[config.mk]
export PLATFORM = sky130hd
export DESIGN_NAME = reg_xfer_ctl
export DESIGN_NICKNAME = d
export VERILOG_FILES = /design/src/rtl/reg_xfer_ctl.sv
export SDC_FILE = /design/constraint.sdc
export NUM_CORES = 1
export LEC_CHECK = 0
export ABC_AREA = 1
export CAP_MARGIN = 30
export CORE_MARGIN = 1.5
export CORE_UTILIZATION = 48
export CTS_CLUSTER_DIAMETER = 120
export DETAILED_ROUTE_END_ITERATION = 12
export HOLD_SLACK_MARGIN = 0.03
export PLACE_DENSITY = 0.83
export SYNTH_ARGS = -nofsm -noshare
export SYNTH_HDL_FRONTEND = slang
export SYNTH_SLANG_ARGS = --single-unit
export TNS_END_PERCENT = 5
[constraint.sdc]
create_clock -name clk -period 2.4 [get_ports clk]
set_clock_uncertainty 0.05 [all_clocks]
set_input_delay 0.36 -clock clk [delete_from_list [all_inputs] [get_ports clk]]
set_output_delay 0.36 -clock clk [all_outputs]
set_load 0.1 [all_outputs]
[src/rtl/reg_xfer_ctl.sv]
// Bus-side transfer sequencer for the 8-bit counter/register bank: turns MOVE/INC/READ/MOVEINC
// commands into per-register oe_n / we_n / cnt strobes and captures the bus at the load edge.
module reg_xfer_ctl #(
    parameter int NREG = 4,
    parameter int IDXW = 2
) (
    input  logic            clk,
    input  logic            rst,
    input  logic            req,
    input  logic [1:0]      op,
    input  logic [IDXW-1:0] src,
    input  logic [IDXW-1:0] dst,
    input  logic [7:0]      bus,
    output logic [NREG-1:0] oe_n,
    output logic [NREG-1:0] we_n,
    output logic [NREG-1:0] cnt,
    output logic [7:0]      cap,
    output logic            busy,
    output logic            ack,
    output logic            err
);

    localparam logic [1:0] OP_MOVE    = 2'b00;
    localparam logic [1:0] OP_INC     = 2'b01;
    localparam logic [1:0] OP_READ    = 2'b10;
    localparam logic [1:0] OP_MOVEINC = 2'b11;

    localparam logic [IDXW:0] NREG_W = (IDXW+1)'(NREG);

    typedef enum logic [2:0] {
        S_IDLE,
        S_DRIVE,
        S_LOAD,
        S_INC,
        S_ACK
    } state_t;

    state_t          state_reg;
    logic [1:0]      op_reg;
    logic [IDXW-1:0] src_reg;
    logic [IDXW-1:0] dst_reg;
    logic            bad_cmd;

    function automatic logic [NREG-1:0] sel(input logic [IDXW-1:0] idx);
        logic [NREG-1:0] v;
        v = '0;
        for (int i = 0; i < NREG; i++) begin
            v[i] = (idx == IDXW'(i));
        end
        return v;
    endfunction

    // INC has no source and READ has no destination, so those fields are don't-care.
    assign bad_cmd = ((op != OP_INC)  && ({1'b0, src} >= NREG_W)) ||
                     ((op != OP_READ) && ({1'b0, dst} >= NREG_W));

    // Outputs are registered alongside the state they belong to, so each strobe
    // appears exactly for the cycle the FSM spends in the matching state.
    always_ff @(posedge clk) begin
        if (!rst) begin
            state_reg <= S_IDLE;
            op_reg    <= OP_MOVE;
            src_reg   <= '0;
            dst_reg   <= '0;
            oe_n      <= '1;
            we_n      <= '1;
            cnt       <= '0;
            cap       <= 8'h00;
            busy      <= 1'b0;
            ack       <= 1'b0;
            err       <= 1'b0;
        end else begin
            oe_n <= '1;
            we_n <= '1;
            cnt  <= '0;
            busy <= 1'b0;
            ack  <= 1'b0;
            err  <= 1'b0;
            case (state_reg)
                S_IDLE: begin
                    if (req) begin
                        op_reg  <= op;
                        src_reg <= src;
                        dst_reg <= dst;
                        if (bad_cmd) begin
                            state_reg <= S_ACK;
                            ack       <= 1'b1;
                            err       <= 1'b1;
                        end else if (op == OP_INC) begin
                            state_reg <= S_INC;
                            cnt       <= sel(dst);
                            busy      <= 1'b1;
                        end else begin
                            state_reg <= S_DRIVE;
                            oe_n      <= ~sel(src);
                            busy      <= 1'b1;
                        end
                    end
                end
                S_DRIVE: begin
                    state_reg <= S_LOAD;
                    oe_n      <= ~sel(src_reg);
                    if (op_reg == OP_MOVE || op_reg == OP_MOVEINC) begin
                        we_n <= ~sel(dst_reg);
                    end
                    busy <= 1'b1;
                end
                S_LOAD: begin
                    cap <= bus;
                    if (op_reg == OP_MOVEINC) begin
                        // Post-increment targets the source, after its value was copied out.
                        state_reg <= S_INC;
                        cnt       <= sel(src_reg);
                        busy      <= 1'b1;
                    end else begin
                        state_reg <= S_ACK;
                        ack       <= 1'b1;
                    end
                end
                S_INC: begin
                    state_reg <= S_ACK;
                    ack       <= 1'b1;
                end
                S_ACK: begin
                    state_reg <= S_IDLE;
                end
                default: begin
                    state_reg <= S_IDLE;
                end
            endcase
        end
    end

endmodule

==> flow_summary.ini <==
[run_status]
outcome = finished, final reports clean

[layout]
layout-drive-gt1-share_pct = 20.5
post-route-util_pct = 68.1
nFillCells = 221
largest_register = cap
largest_reg_flops = 8
diodes = 0
final_nets = 232
syn_to_final_growth_pct = 33.3

[logic_synthesis]
synth_area_leaders = dfxtp_1 (49%), nor2_1 (11%), nand2_1 (10%), inv_1 (5.0%), nand3_1 (4.7%)
synth-compound-area-share_pct = 9.89
synth-simple-area-share_pct = 32.2
synth_top_cells_by_count = nor2_1 (36), nand2_1 (34), dfxtp_1 (31)
syn_area_per_cell_sq_um = 7.38
synthMuxAreaShare_pct = 0
synth.ff_latch_count = 31
ys_seq_area_share_pct = 48.6
ys.flop_type = dfxtp_1
yosysTopAreaCell = dfxtp_1
synth_edf_count = 0
syn-instance-count = 173
yosysMostFrequentCell = nor2_1
yosys_warnings = 0
synth_nets = 191
synth_xor_area_share_pct = 0
synth_cell_types = 22
synth_top_family_by_area = simple AND/OR/NAND/NOR gates
synth-async-reset-ratio_pct = 0
synthAdderAreaFrac_pct = 0.979
synth_area_sq_um = 1280
yosysTopAreaCellShare_pct = 48.6

[clock_network]
numCtsBuffers = 5
hold_buffers = 0
post_cts_buffers = 0
cts_tree = yes
cts_max_path_buffers = 2
clkLatencyLatePin_ns = 0.33
cts_resized = 0
htree_levels = 2
cts.clk_slew.worst_paths_ns = 0.09
cts-root-buf = clkbuf_4
cts_num_sinks = 31

[critical_path]
cp_slowest_cell = clkdlybuf4s50_1
cpMostUsedCell = nand2_1
required_ns = 2.57
path_class = input pin to flop
critPathMaxFanout = 13
slowest_delay_ns = 0.46
cp.arrival_ns = 1.71
path_cells = clkdlybuf4s50_1 -> buf_4 -> inv_1 -> nor2_1 -> nand2_1 -> a21oi_1 -> nand2_1
start_kind = input pin
critPathCaptureType = flop

[timing]
rsz0062_at_grt = no
slew_viol_final = 0
finalSetupViolCount = 0
whs_ns = 0.399
fin_crit_ns = 1.55
finalHoldViolCount = 0
setup_tns_ns = 0
finalCritPeriodShare_pct = 64.4
fmax_ghz = 0.647

[floorplanning]
io_pins = 40
core-area_sq_um = 2500
rows = 18
die-height_um = 54.6
start_util_pct = 51.1
die_area_sq_um = 2980
die_width_um = 54.6

[grt]
globalRouteTotalUtil_pct = 20.3
grt_max_degree = 14
grt_overflow_total = 0
antenna_found_initial = 0
grt_first_pass_wirelength_um = 4200
grt_pass1_vias = 1047

[routing]
vias_per_cell = 4.93
wl_per_cell_um = 11.5
ant_nets = 0
drc_errors = 0
vias = 1209
firstDrtPassIters = 4
drt_iter0_markers = 41
finalWirelength_um = 2810

[flow_run]
cap_violations = 0

[power]
power.leakage_nw = 0.758
power_frac_clock_pct = 27.2
p_seq_share_pct = 38.8
cellPowerDensity_nw_per_um2 = 903
switchingPower_mw = 0.603
internal_power_mw = 0.935
swShare_pct = 39.2
peakVddDrop_v = 0.000683
power_frac_comb_pct = 34.0
power.total_mw = 1.54

[placement]
post-dp-hpwl_um = 2090
io_buffers = 38
gp_congestion = 0.853

[min_path]
hold_class = flop to flop
[cells by family after synthesis]
group | after synthesis
and+or+nand+nor | 93
adders and majority gates | 1
buffers and inverters | 24
other | 1
AOI/OAI and AO/OA | 23
DFF | 31
[layer usage]
layer,vias to the layer above,GRT usage (%),share of wire [%]
met5,-,0,0
met4,0,12.5,2.8
met3,11,5.19,8.9
met2,64,35.1,46
met1,510,22.0,42
li1,624,-,-
[power by group through the flow]
stage               registers (mW)  clock network, mW  logic, mW
floorplan                    0.851                  0      0.163
global placement             0.607                  0      0.517
detailed placement           0.609                  0      0.520
CTS                          0.597              0.427      0.521
global route                 0.605              0.452      0.557
finish                       0.597              0.418      0.522
[layout make-up]
type | count | area (sq um) | area share (%)
inverters | 19 | 71.3 | 4.19
well taps | 30 | 37.5 | 2.20
clock buffers | 6 | 51.3 | 3.01
clock inverters | 2 | 35.0 | 2.06
flip-flops and latches | 31 | 621 | 36.4
repair buffers | 39 | 333 | 19.5
multi-input cells | 118 | 554 | 32.5
[cells in the final DEF, fill, tap and decap left out]
cell type        instances
o21ai_0                 11
clkinv_2                 1
buf_4                   23
nand2_1                 34
a21oi_1                  9
bufinv_16                1
clkbuf_4                 5
inv_1                   17
nand3_4                  1
clkbuf_8                 1
nor2_2                   2
nand3_1                 12
nand2_2                  3
dfxtp_1                 31
nor2_1                  36
o21ai_2                  1
ha_1                     1
a21oi_2                  2
conb_1                   1
inv_2                    2
nand4_1                  3
nor3_2                   1
nor2_4                   1
clkdlybuf4s50_1         16
[worst paths after layout]
check	start	to	slack [ns]	cells past startpoint
max	rst	oe_n[3]	0.85	7
min	dst_reg[0]	we_n[1]	0.40	1
max reg2reg	state_reg[1]	we_n[3]	1.18	4
min reg2reg	dst_reg[0]	we_n[1]	0.40	1
[per-stage QoR]
stage               instance area (sq um)  cells  setup WS (ns)
floorplan                            1280    173           1.07
global placement                     1620    237          0.617
detailed placement                   1620    237          0.567
CTS                                  1700    245          0.877
global route                         1700    245          0.748
finish                               1700    245          0.854
[worst max-delay path, delay by kind of cell]
kind | cells | cell delay (ns)
simple gates | 3 | 0.39
compound gates | 1 | 0.12
buf+inv | 3 | 0.84
Power figures use the tool's default switching activity.
